===== config.mk =====
export PLATFORM = sky130hd
export DESIGN_NAME = mem_arbiter
export DESIGN_NICKNAME = d
export VERILOG_FILES = /design/src/rtl/mem_arbiter_pkg.sv /design/src/rtl/rr_arb2.sv /design/src/rtl/mem_arbiter.sv
export SDC_FILE = /design/constraint.sdc
export NUM_CORES = 1
export LEC_CHECK = 0
export ABC_AREA = 0
export ABC_CLOCK_PERIOD_IN_PS = 2800
export BUFFER_PORTS_ARGS = -buffer_cell sky130_fd_sc_hd__buf_4
export CORE_ASPECT_RATIO = 2
export CORE_MARGIN = 8
export CORE_UTILIZATION = 41
export DETAILED_ROUTE_END_ITERATION = 12
export MAX_ROUTING_LAYER = met4
export PLACE_DENSITY = 0.82
export REMOVE_ABC_BUFFERS = 1
export SKIP_LAST_GASP = 1
export SYNTH_ARGS = -nofsm -noshare
export SYNTH_HDL_FRONTEND = slang
export SYNTH_HIERARCHICAL = 1
export SYNTH_SLANG_ARGS = --single-unit

===== constraint.sdc =====
create_clock -name clk -period 2.8 [get_ports clk]
set_input_delay 0.28 -clock clk [delete_from_list [all_inputs] [get_ports clk]]
set_output_delay 0.28 -clock clk [all_outputs]
set_load 0.01 [all_outputs]

===== src/rtl/mem_arbiter_pkg.sv =====
// mem_arbiter_pkg: shared FSM state and transaction owner encodings
package mem_arbiter_pkg;
  typedef enum logic [1:0] {IDLE = 2'd0, REQ = 2'd1, RESP = 2'd2} state_t;
  typedef enum logic {OWN_INST = 1'b0, OWN_DATA = 1'b1} owner_t;
endpackage


===== src/rtl/rr_arb2.sv =====
// rr_arb2: two-input round-robin arbiter, one-hot grant, last-grant memory
module rr_arb2
  import mem_arbiter_pkg::*;
(
  input  logic       clk,
  input  logic       reset,
  input  logic [1:0] i_req,
  input  logic       i_en,
  output logic [1:0] o_gnt
);
  owner_t r_last;
  always_comb o_gnt = &i_req ? (r_last == OWN_DATA ? 2'b01 : 2'b10) : i_req;
  always_ff @(posedge clk or posedge reset)
    if (reset) r_last <= OWN_INST;
    else if (i_en && |i_req) r_last <= o_gnt[1] ? OWN_DATA : OWN_INST;
endmodule


===== src/rtl/mem_arbiter.sv =====
// mem_arbiter: shares one memory channel between fetch and load/store ports
module mem_arbiter
  import mem_arbiter_pkg::*;
#(
  parameter int ADDR_W = 32,
  parameter int DATA_W = 32
) (
  input  logic                clk,
  input  logic                reset,
  input  logic                inst_req,
  input  logic [ADDR_W-1:0]   inst_addr,
  output logic                inst_addr_ok,
  output logic                inst_data_ok,
  output logic [DATA_W-1:0]   inst_rdata,
  input  logic                data_req,
  input  logic                data_wr,
  input  logic [DATA_W/8-1:0] data_wstrb,
  input  logic [ADDR_W-1:0]   data_addr,
  input  logic [DATA_W-1:0]   data_wdata,
  output logic                data_addr_ok,
  output logic                data_data_ok,
  output logic [DATA_W-1:0]   data_rdata,
  output logic                mem_req,
  output logic                mem_wr,
  output logic [DATA_W/8-1:0] mem_wstrb,
  output logic [ADDR_W-1:0]   mem_addr,
  output logic [DATA_W-1:0]   mem_wdata,
  input  logic                mem_addr_ok,
  input  logic                mem_data_ok,
  input  logic [DATA_W-1:0]   mem_rdata
);
  state_t                r_state;
  owner_t                r_owner;
  logic                  r_wr;
  logic [DATA_W/8-1:0]   r_wstrb;
  logic [ADDR_W-1:0]     r_addr;
  logic [DATA_W-1:0]     r_wdata;
  logic [1:0]            w_gnt;
  logic                  w_idle;
  logic                  w_rsp;
  rr_arb2 u_arb (
    .clk   (clk),
    .reset (reset),
    .i_req ({data_req, inst_req}),
    .i_en  (w_idle),
    .o_gnt (w_gnt)
  );
  // addr_ok and rdata are combinational, so they are masked while reset is held
  always_comb begin
    w_idle       = r_state == IDLE && !reset;
    w_rsp        = r_state == RESP && mem_data_ok;
    inst_addr_ok = w_idle && w_gnt[0];
    data_addr_ok = w_idle && w_gnt[1];
    inst_data_ok = w_rsp && r_owner == OWN_INST;
    data_data_ok = w_rsp && r_owner == OWN_DATA;
    inst_rdata   = reset ? '0 : mem_rdata;
    data_rdata   = reset ? '0 : mem_rdata;
    mem_req      = r_state == REQ;
    mem_wr       = r_wr;
    mem_wstrb    = r_wstrb;
    mem_addr     = r_addr;
    mem_wdata    = r_wdata;
  end
  always_ff @(posedge clk or posedge reset) begin
    if (reset) begin
      r_state <= IDLE;
      r_owner <= OWN_INST;
      r_wr    <= 1'b0;
      r_wstrb <= '0;
      r_addr  <= '0;
      r_wdata <= '0;
    end else if (w_idle && |w_gnt) begin
      r_state <= REQ;
      r_owner <= w_gnt[1] ? OWN_DATA : OWN_INST;
      r_wr    <= w_gnt[1] && data_wr;
      r_wstrb <= w_gnt[1] ? data_wstrb : '0;
      r_addr  <= w_gnt[1] ? data_addr : inst_addr;
      r_wdata <= w_gnt[1] ? data_wdata : '0;
    end else if (r_state == REQ && mem_addr_ok) r_state <= RESP;
    else if (r_state == RESP && mem_data_ok) r_state <= IDLE;
  end
endmodule


Word-level counts from Yosys, hierarchy flattened

Index checks and enable logic that the tools add are counted.

Reduce and logical (&&, ||, !) cells: 16
Bitwise gates (word level): 1
Equality and inequality tests: 2
Muxes and demuxes: 10

Operator list:

| operator                                                               | count |
|---|---|
| 32-bit 2-to-1 mux                                                      | 3 |
| 1-bit logical AND                                                      | 10 |
| 2-bit 2-to-1 mux                                                       | 5 |
| 4-bit 2-to-1 mux                                                       | 1 |
| 2-bit OR reduction                                                     | 2 |
| 3-bit nonzero test                                                     | 1 |
| 2-bit by 1-bit equality test with 1-bit output (second input constant) | 1 |
| 2-bit equality test (second input constant)                            | 1 |
| 2-bit zero test                                                        | 1 |
| 2-bit AND reduction                                                    | 1 |
| 1-bit zero test                                                        | 1 |
| 1-bit 2-to-1 mux                                                       | 1 |
| 1-bit inverter                                                         | 1 |

Output and inout port bits: 138
Input bits: 139
Bits in registers: 73
Logic and storage cells: 36

Logic depth before layout (Yosys ltp)

Gate-level depths: netlist of run 1.

Depth after elaboration: 5
Depth in mapped cells: 6

Cells and area by module

The synthesis of run 1 kept the hierarchy.

Modules (own cells, without submodules):

| module      | area each (µm²) | times used | cells an instance | sequential area each (µm²) |
|---|---|---|---|---|
| mem_arbiter | 3624.7          | 1          | 272               | 1801.7 |
| rr_arb2     | 58.8            | 1          | 7                 | 25.0 |

Least setup slack after synthesis of run 1

No wires, ideal clock.

Kind: reg2reg
Start point: register u_arb.r_last
End point: register r_addr[10] (netlist: mem_addr[10])
Library setup time: 0.125 ns
Data required time: 2.675 ns
Cell stages (with the launch flop): 6
Arrival: 1.596 ns
Slack: 1.079 ns
Path through: dfrtp_1 > a21boi_0 > clkbuf_1 > buf_2 > mux2_2 > mux2_4

Cells in the longest elaborated chain, start to end: 4
Elaborated cells on any way between the ends: 5
Classes of those cells: 3 x mux; 2 x reduce/logical

RTL lines:

| what                              | RTL line          | text |
|---|---|---|
| start, declared                   | rr_arb2.sv:11     | `owner_t r_last;` |
| start signal, assigned            | rr_arb2.sv:15     | `else if (i_en && \|i_req) r_last <= o_gnt[1] ? OWN_DATA : OWN_INST;` |
| 2-bit 2-to-1 mux (*) (2 in a row) | rr_arb2.sv:12     | `always_comb o_gnt = &i_req ? (r_last == OWN_DATA ? 2'b01 : 2'b10) : i_req;` |
| via w_gnt[1]                      | mem_arbiter.sv:38 | `logic [1:0] w_gnt;` |
| 2-bit OR reduction                | mem_arbiter.sv:72 | `end else if (w_idle && \|w_gnt) begin` |
| 1-bit logical AND                 | mem_arbiter.sv:72 |  |
| end signal, assigned              | mem_arbiter.sv:77 | `r_addr <= w_gnt[1] ? data_addr : inst_addr;` |
| end, declared                     | mem_arbiter.sv:36 | `logic [ADDR_W-1:0] r_addr;` |

The timed path passes the listed nets; every way through them passes the cells marked *.
A chain may end at the register's enable or synchronous reset.

Worst setup path in the final report of run 1

Start point: input reset
End point: output data_addr_ok

Cells in the longest elaborated chain, start to end: 3

RTL lines:

| what                             | RTL line          | text |
|---|---|---|
| start, declared                  | mem_arbiter.sv:9  | `input logic reset,` |
| 1-bit zero test (no source line) | --                |  |
| 1-bit logical AND                | mem_arbiter.sv:50 | `w_idle = r_state == IDLE && !reset;` |
| via w_idle                       | mem_arbiter.sv:39 | `logic w_idle;` |
| 1-bit logical AND                | mem_arbiter.sv:53 | `data_addr_ok = w_idle && w_gnt[1];` |
| end, declared                    | mem_arbiter.sv:20 | `output logic data_addr_ok,` |

The timed path passes the listed nets, and every way through them passes these cells.

==> summary.txt, run 1 <==
Status: complete, no violations
Area growth, synth to finish: 60.19%
Clock transition at path regs: 0.05 ns
Synthesized instance count: 279
Clock Latency Late Sink: 0.33 ns
Antenna Cells: 0
Mapped Avg Cell Area: 13.20 sq um
Total Wirelength: 14.68 mm
Largest family of logic cells by synthesized area: multiplexers
Seq/Total Area, Yosys: 0.4959
Power Internal: 3.780 mW
Pwr/cell area: 947.2 mW/mm^2
Router iterations before antenna repair: 4
Yosys top cell by area: dfrtp_1
Nets: 662
TritonCTS clock tree: yes
Peak Freq: 430.0 MHz
Maximum root-to-sink buffer count: 2
Vias in the first global route: 3604
Initial DRC Count: 136
Main synth FF type: dfrtp_1
Post-synthesis adder-cell area fraction: 0
Core box area: 0.008890 sq mm
Row count: 49
Initial antenna violation count: 0
GP Congestion: 0.8977
Full die area: 0.01246 sq mm
Measured slew at the worst slew-check pin: 0.7804 ns
Placed wire-length estimate: 12.21 mm
Clk root buf: clkbuf_16
Initial core utilization: 0.4144
Largest net degree at the start of global routing: 38
Final WS setup: 0.4745 ns
Post-Synth XOR/XNOR Area: 0
Vias: 3229
# Max-Cap Violations: 0
Crit-path max FO: 35
Peak VDD IR: 673.4 uV
Dominant cells by area after synthesis: dfrtp_1 (50%), mux2_4 (13%), mux2_2 (9.8%)
Slew headroom: 0.4790
DRC Markers: 0
Hold Buf Count CTS: 1
RSZ-0062 raised after global routing: no
Top cell type's share of synthesized area: 0.4959
Num CTS Buffers: 9
Final period util: 0.8305
#FFs+latches synth: 73
Leakage power: 3.149 nW
Port-buffer cells: 276
Number of post-CTS setup repair buffers: 0
Worst slack at placement: 0.7200 ns
Post_cts resized: 0
Synthesized area: 0.003684 sq mm
Post-DRT Antenna Nets: 0
Compound-Gate Fraction of Synth Area: 0.1036
Hold Path Class: in2reg
Gr usage total: 0.2377
Share of post-route cells with drive strength above 1: 0.6888
Crit path time final: 2.325 ns
Clock skew after layout: 0.006190 ns
Synth Warn #: 6
Synth unique cells: 22
Asr flop ratio synth: 1.000
Sw power: 1.809 mW
Crit path required time: 2.52 ns
Worst Setup Start Kind: input pin
Pwr Total: 5.589 mW
Post-synth EDFFs: 0
Die H: 150.0 microns
Max Slew Vio Count: 0
CP endpoint kind: output port
Post-Synth Simple-Gate Area: 0.06861
Clk pwr share: 0.196
Comb power frac: 0.458
Routed vias/inst: 5.134
Die width: 83.03 microns
Seq pwr share: 0.346
Sw Share: 0.3237
Post-synthesis mux area share: 0.2283
First-pass GRT wire length: 21.98 mm
Number of H-tree levels: 3
Setup violators final: 0
IO Pins: 277
CP Class: in2out
GRT overflow: 0
CP arrival: 2.05 ns
Clock sink count: 73
Final Hold Vio Count: 0
WL per Instance: 23.33 microns
==> synth_stat cells, types with 3 or more instances <==
cell	instances
dfrtp_1	73
a22o_1	37
buf_4	33
nor2b_1	33
mux2_2	32
mux2_4	32
buf_2	8
inv_1	6
buf_6	5
clkbuf_1	4
nand2_1	3
o21ai_0	3
==> power groups by stage <==
stage               logic [mW]  registers, mW  clock network (mW)
floorplan                 1.04           2.11                   0
global placement          2.52           1.92                   0
detailed placement        2.60           1.93                   0
CTS                       2.60           1.93                1.11
global route              2.71           2.00                1.17
finish                    2.56           1.93                1.10
==> placed cells by master (no fill, tap or decap) <==
cell and count:
a21o_1 1, mux2_2 32, a31oi_1 1, dlygate4sd3_1 1, o21ai_0 3, nor3_4 1, nor3_1 1, o21ai_4 1
nor3b_1 1, inv_2 1, a21boi_1 1, clkinv_2 3, nor2b_1 33, a21oi_1 1, clkbuf_16 9, a21boi_4 1
buf_4 280, inv_1 5, bufinv_16 1, and2_1 1, clkbuf_1 2, a22o_1 37, dfrtp_1 73, nand2_1 3
buf_12 2, mux2_4 32
==> layout make-up <==
cell class / instances / area (sq um)
clock buffer: 11 / 232.7
tap: 102 / 127.6
timing repair buffer: 283 / 2152
clock inverter: 4 / 45.04
multi-input combinational: 150 / 1494
sequential: 73 / 1827
fill: 707 / 2989
inverter: 6 / 22.52
==> kinds of logic (layout without fill, tap and decap cells) <==
family / after synthesis / in the layout
AO/OA/AOI/OAI: 46 / 46
buffers and inverters: 56 / 304
flip-flops: 73 / 73
multiplexers: 64 / 64
AND/OR/NAND/NOR: 40 / 40
==> flip-flops by register name, summed over array words and instances (netlist names) <==
| name | flops |
|---|---|
| mem_wdata | 32 |
| r_state | 2 |
| mem_wstrb | 4 |
| mem_wr | 1 |
| r_owner | 1 |
| u_arb/r_last | 1 |
| mem_addr | 32 |
==> final timing paths <==
check	start	end	cells after the start	slack (ns)
max	reset	data_addr_ok	5	0.47
min	mem_data_ok	r_state[1]$_DFFE_PP0P_	2	0.16
max reg2reg	u_arb/r_last$_DFFE_PP0P_	mem_addr[15]$_DFFE_PP0P_	4	0.73
min reg2reg	mem_wdata[9]$_DFFE_PP0P_	mem_wdata[9]$_DFFE_PP0P_	1	0.51
max in group asynchronous	reset	mem_wdata[15]$_DFFE_PP0P_	4	1.29
min in group asynchronous	reset	u_arb/r_last$_DFFE_PP0P_	3	0.53
==> critical path, stage by stage <==
cell and delay, ns:
dlygate4sd3_1 0.53, buf_4 0.25, nor3_4 0.35, and2_1 0.42, buf_4 0.21
==> per-stage QoR <==
step           utilization  instances  setup TNS [ns]  hold slack (ns)  cell area [sq um]
2_1_floorplan            -        229         -188.51         0.008714               3324
3_3_place_gp        0.6314        613               0           0.3071               5613
3_5_place_dp        0.6314        613               0           0.3130               5613
4_1_cts             0.6638        629               0           0.1507               5901
5_1_grt             0.6638        629               0           0.1465               5901
6_report            0.6638        629               0           0.1623               5901
==> per-layer routing <==
metal  track usage  routed length [microns]  vias to the layer above
li1              -                        -                     1438
met1        0.2452                     5215                     1554
met2        0.4028                     7936                      205
met3       0.06049                      920                       32
met4        0.1319                      603                        0
met5             -                        0                        -
Power figures use the tool's default switching activity.
==> run 2, diff against run 1 <==
ABC_CLOCK_PERIOD_IN_PS = 2100   (was 2800)
CORE_UTILIZATION = 37   (was 41)
PLACE_DENSITY = 0.78   (was 0.82)
clock period = 2.1 ns   (was 2.8 ns; I/O delays follow)
==> run 2 against run 1 <==
Final cell count rose by 4.9%. Combinational power grew 32%. Setup slack worse by 0.30 ns. Design area rose by 0.45%. Worst hold slack lost 0.14 ns. Largest power group unchanged. Highest routed layer unchanged.
==> summary.txt, run 2 (synthesis gave the netlist of run 1 again) <==
Status: complete, no violations
Measured slew at the worst slew-check pin: 0.6182 ns (-0.1622 ns)
Final Hold Vio Count: 0 (unchanged)
Dpl cells: 645 (+5.2%)
Number of H-tree levels: 3 (unchanged)
Sw power: 2.428 mW (+34%)
First-pass GRT wire length: 20.80 mm (-5.3%)
Initial DRC Count: 102 (-25%)
CP endpoint kind: output port
GRT overflow: 0 (unchanged)
Peak VDD IR: 688.5 uV (+2.3%)
Crit path time final: 1.926 ns
Routed vias/inst: 4.859 (-5.3%)
Setup crit start: r_state[0]$_DFFE_PP0P_
Hold Path Class: in2async
Num CTS Buffers: 9 (unchanged)
Crit-path max FO: 38 (+8.6%)
Leakage power: 3.141 nW (-0.24%)
Area growth, synth to finish: 60.90%
Dpl cell area: 0.005665 sq mm (+0.94%)
Gr usage total: 0.2123 (-0.02541)
Clock Latency Late Sink: 0.33 ns (about the same)
Hold Buf Count CTS: 0 (-1)
Clock sink count: 73 (unchanged)
CP Class: reg2out
DRC Markers: 0 (unchanged)
Post-DRT Antenna Nets: 0 (unchanged)
Share of post-route cells with drive strength above 1: 0.6951 (+0.006271)
Clock skew after layout: 0.01013 ns (+0.003941 ns)
Slew headroom: 0.5879 (+0.1089)
Peak Freq: 519.3 MHz
Commonest non-fill, non-tap cells in the layout: buf_4 (282), dfrtp_1 (73), a22o_1 (37)
GP Congestion: 0.8723 (-2.8%)
Worst Setup Start Kind: flip-flop
IO Pins: 277 (unchanged)
RSZ-0062 raised after global routing: no
Maximum root-to-sink buffer count: 2 (unchanged)
Min Hold Slack: 0.02648 ns (-0.1358 ns)
Core box area: 0.009699 sq mm (+9.1%)
Power Internal: 4.922 mW (+30%)
Pwr Total: 7.350 mW (+32%)
Die width: 86.56 microns (+4.3%)
Vias in the first global route: 3628 (+0.67%)
Setup violators final: 0 (unchanged)
TritonCTS clock tree: yes
Die H: 157.1 microns (+4.7%)
Nets: 663 (+0.15%)
Clock transition at path regs: 0.06 ns (about the same)
Comb power frac: 0.462 (+0.004)
Full die area: 0.01360 sq mm (+9.2%)
Router iterations before antenna repair: 4 (unchanged)
Antenna Cells: 0 (unchanged)
Seq pwr share: 0.352 (+0.006)
Number of post-CTS setup repair buffers: 0 (unchanged)
Port-buffer cells: 276 (unchanged)
Total Wirelength: 14.69 mm (about the same)
Placed wire-length estimate: 12.26 mm (+0.39%)
# Max-Cap Violations: 0 (unchanged)
Clk root buf: clkbuf_16
Initial core utilization: 0.3798 (-0.03458)
Largest net degree at the start of global routing: 47 (+24%)
Crit path required time: 1.89 ns (-0.63 ns)
Fin cells: 660 (+4.9%)
Setup TNS: 0 ns (unchanged)
WL per Instance: 22.26 microns (-4.6%)
Reg2reg start: u_arb/r_last$_DFFE_PP0P_
Max Slew Vio Count: 0 (unchanged)
Vias: 3207 (-0.68%)
Clk pwr share: 0.186 (-0.010)
Final period util: 0.9170
Initial antenna violation count: 0 (unchanged)
Layout fillers: 827 (+17%)
Fin area: 0.005927 sq mm (+0.45%)
Commonest non-fill, non-tap cell in the layout: buf_4
Pwr/cell area: 1240 mW/mm^2 (+31%)
Sw Share: 0.3304 (+0.006679)
Post_cts resized: 0 (unchanged)
CP arrival: 1.72 ns (-0.33 ns)
Row count: 51 (+4.1%)
run 2: layout make-up:
cell class                 instances  area [sq um]  area share
timing repair buffer             284          2157      0.3639
sequential                        73          1827      0.3082
multi-input combinational        150          1494      0.2521
clock buffer                       9         225.2     0.03800
tap                              132         165.2     0.02787
clock inverter                     6         36.28    0.006122
inverter                           6         22.52    0.003800
run 2: per-layer routing:
metal  routed length (microns)  track usage  part of all wire  up-vias
met3                      1556      0.08460              0.11       39
met5                         0            -                 0        -
met4                       811       0.1365             0.055        0
li1                          -            -                 -     1429
met1                      4506       0.1737              0.31     1532
met2                      7816       0.3795              0.53      207
run 2: final timing paths:
kind	end	slack (ns)	cells past startpoint
min in group clk	mem_wdata[8]$_DFFE_PP0P_	0.10	2
min reg2reg	mem_wdata[7]$_DFFE_PP0P_	0.51	1
min	u_arb/r_last$_DFFE_PP0P_	0.03	3
max reg2reg	mem_addr[7]$_DFFE_PP0P_	0.36	5
max in group asynchronous	mem_wdata[9]$_DFFE_PP0P_	1.31	4
max	data_addr_ok	0.17	4
run 2: worst max-delay path, stage by stage (launching register included):
cell and delay, ns:
dfrtp_1 0.44, nor3_4 0.31, and2_1 0.25, buf_12 0.22, buf_4 0.15
run 2: power groups by stage:
stage	clock network (mW)	logic [mW]	registers (mW)
finish	1.36	3.39	2.59
global route	1.45	3.61	2.67
CTS	1.39	3.46	2.59
detailed placement	0	3.45	2.58
global placement	0	3.35	2.56
floorplan	0	1.38	2.81
run 2: through the flow:
step	utilization	worst slack, ns
after floorplan	-	-3.402
after global placement	0.5841	0.4167
after detailed placement	0.5841	0.3800
after CTS	0.6111	0.1364
after global routing	0.6111	0.07991
final	0.6111	0.1743
==> run 3, diff against run 2 <==
CAP_MARGIN = 20   (was not set)
CELL_PAD_IN_SITES_DETAIL_PLACEMENT = 1   (was not set)
CELL_PAD_IN_SITES_GLOBAL_PLACEMENT = 1   (was not set)
CORE_UTILIZATION = 26   (was 37)
PLACE_DENSITY = not set   (was 0.78)
PLACE_DENSITY_LB_ADDON = 0.1   (was not set)
==> run 3 against run 2 <==
Final cell count grew 8.9%. First-iteration DRC count shrank 35%. Power grew 5.5%. Global-route usage shrank 5.6 points. Register-to-register slack is essentially flat. Clock skew is essentially flat. Die area grew 36%. Via count shrank 1.7%. Clock-buffer cell count is the same. Non-clock buffer count grew 2. Largest cell class unchanged. Largest power group unchanged.
==> summary.txt, run 3 (synthesis gave the netlist of run 1 again) <==
Clock Latency Late Sink: 0.33 ns (about the same)
Total Wirelength: 14.39 mm (-2.1%)
CP arrival: 1.74 ns (+0.02 ns)
Die H: 184.3 microns (+17%)
Commonest non-fill, non-tap cells in the layout: buf_4 (281), dfrtp_1 (73), a22o_1 (37)
Placed wire-length estimate: 11.84 mm (-3.4%)
Crit-path max FO: 8 (-79%)
Share of post-route cells with drive strength above 1: 0.6943 (-0.0007361)
Peak Freq: 512.6 MHz (-1.3%)
Clk root buf: clkbuf_16
Setup TNS: 0 ns (unchanged)
Area growth, synth to finish: 66.17%
Initial core utilization: 0.2652 (-0.1146)
CP endpoint kind: output port
Vias: 3152 (-1.7%)
Slew headroom: 0.6996 (+0.1118)
# Max-Cap Violations: 0 (unchanged)
Crit path time final: 1.951 ns (+0.02531 ns)
Commonest non-fill, non-tap cell in the layout: buf_4
Hold Path Class: in2async
Maximum root-to-sink buffer count: 2 (unchanged)
Initial antenna violation count: 0 (unchanged)
Core Util, Final: 0.4406 (-0.1704)
Number of H-tree levels: 3 (unchanged)
Gr usage total: 0.1559 (-0.05638)
Router iterations before antenna repair: 5 (+1)
Initial DRC Count: 66 (-35%)
Final period util: 0.9291 (+0.01205)
CP Class: reg2out
Fin area: 0.006121 sq mm (+3.3%)
Clock transition at path regs: 0.06 ns (about the same)
Leakage power: 3.195 nW (+1.7%)
Post_cts resized: 0 (unchanged)
Vias in the first global route: 3581 (-1.3%)
Die width: 100.2 microns (+16%)
Port-buffer cells: 276 (unchanged)
Number of post-CTS setup repair buffers: 0 (unchanged)
Pwr Total: 7.752 mW (+5.5%)
Nets: 665 (+0.30%)
Clock sink count: 73 (unchanged)
TritonCTS clock tree: yes
Crit path required time: 1.89 ns (about the same)
Pwr/cell area: 1267 mW/mm^2 (+2.1%)
Post-DRT Antenna Nets: 0 (unchanged)
Hold Buf Count CTS: 1 (+1)
Num CTS Buffers: 9 (unchanged)
Setup violators final: 0 (unchanged)
Clock skew after layout: 0.01056 ns (+0.0004310 ns)
DRC Markers: 0 (unchanged)
Peak VDD IR: 512.9 uV (-26%)
Largest net degree at the start of global routing: 49 (+4.3%)
Worst Setup Start Kind: flip-flop
Measured slew at the worst slew-check pin: 0.4506 ns (-0.1677 ns)
WL per Instance: 20.01 microns (-10%)
Worst slack at placement: 0.3373 ns (-0.04268 ns)
GRT overflow: 0 (unchanged)
Max Slew Vio Count: 0 (unchanged)
Antenna Cells: 0 (unchanged)
First-pass GRT wire length: 21.00 mm (+0.96%)
Row count: 61 (+20%)
Core box area: 0.01389 sq mm (+43%)
RSZ-0062 raised after global routing: no
Full die area: 0.01846 sq mm (+36%)
Status: complete, no violations
IO Pins: 277 (unchanged)
Dpl cell area: 0.005771 sq mm (+1.9%)
Routed vias/inst: 4.384 (-9.8%)
Final WS setup: 0.1490 ns (-0.02531 ns)
GP Congestion: 0.7817 (-10%)
Final Hold Vio Count: 0 (unchanged)
==> run 3: through the flow <==
stage / instances / hold WS [ns]
CTS: 719 / 0.04385
finish: 719 / 0.04051
global placement: 703 / 0.2340
floorplan: 229 / -0.06129
global route: 719 / 0.08027
detailed placement: 703 / 0.2375
==> run 3: per-layer routing <==
metal	part of all wire	track usage	wire, microns	vias up
met5	0	-	0	-
met4	0.012	0.05122	172	0
met3	0.081	0.04422	1162	9
met2	0.57	0.2963	8187	176
met1	0.34	0.1430	4865	1528
li1	-	-	-	1439
==> run 3: worst paths after layout <==
path	depth (start not counted)	from	slack, ns	end
max reg2reg	4	u_arb/r_last$_DFFE_PP0P_	0.37	mem_addr[13]$_DFFE_PP0P_
min in group clk	2	mem_data_ok	0.08	r_state[1]$_DFFE_PP0P_
max in group asynchronous	3	reset	1.42	mem_addr[14]$_DFFE_PP0P_
min	2	reset	0.04	mem_wdata[14]$_DFFE_PP0P_
max	3	r_state[0]$_DFFE_PP0P_	0.15	data_addr_ok
min reg2reg	1	mem_wstrb[3]$_DFFE_PP0P_	0.51	mem_wstrb[3]$_DFFE_PP0P_
==> run 3: worst max-delay path, cell delays in order, from the launching register on <==
cell	delay, ns
dfrtp_1	0.45
nor3_4	0.30
and2_1	0.46
buf_4	0.21
==> run 3: cell type report <==
class | count | area [sq um]
inverters | 6 | 23.77
clock buffers | 9 | 225.2
fillers | 1559 | 7770
multi-input cells | 150 | 1494
clock inverters | 6 | 115.1
well taps | 189 | 236.5
repair buffers | 286 | 2200
flip-flops and latches | 73 | 1827
==> run 3: report_power, final <==
group	switching (mW)	total, mW	internal [mW]
clock network	0.593	1.75	1.16
registers	0.456	2.56	2.11
logic	1.38	3.43	2.05
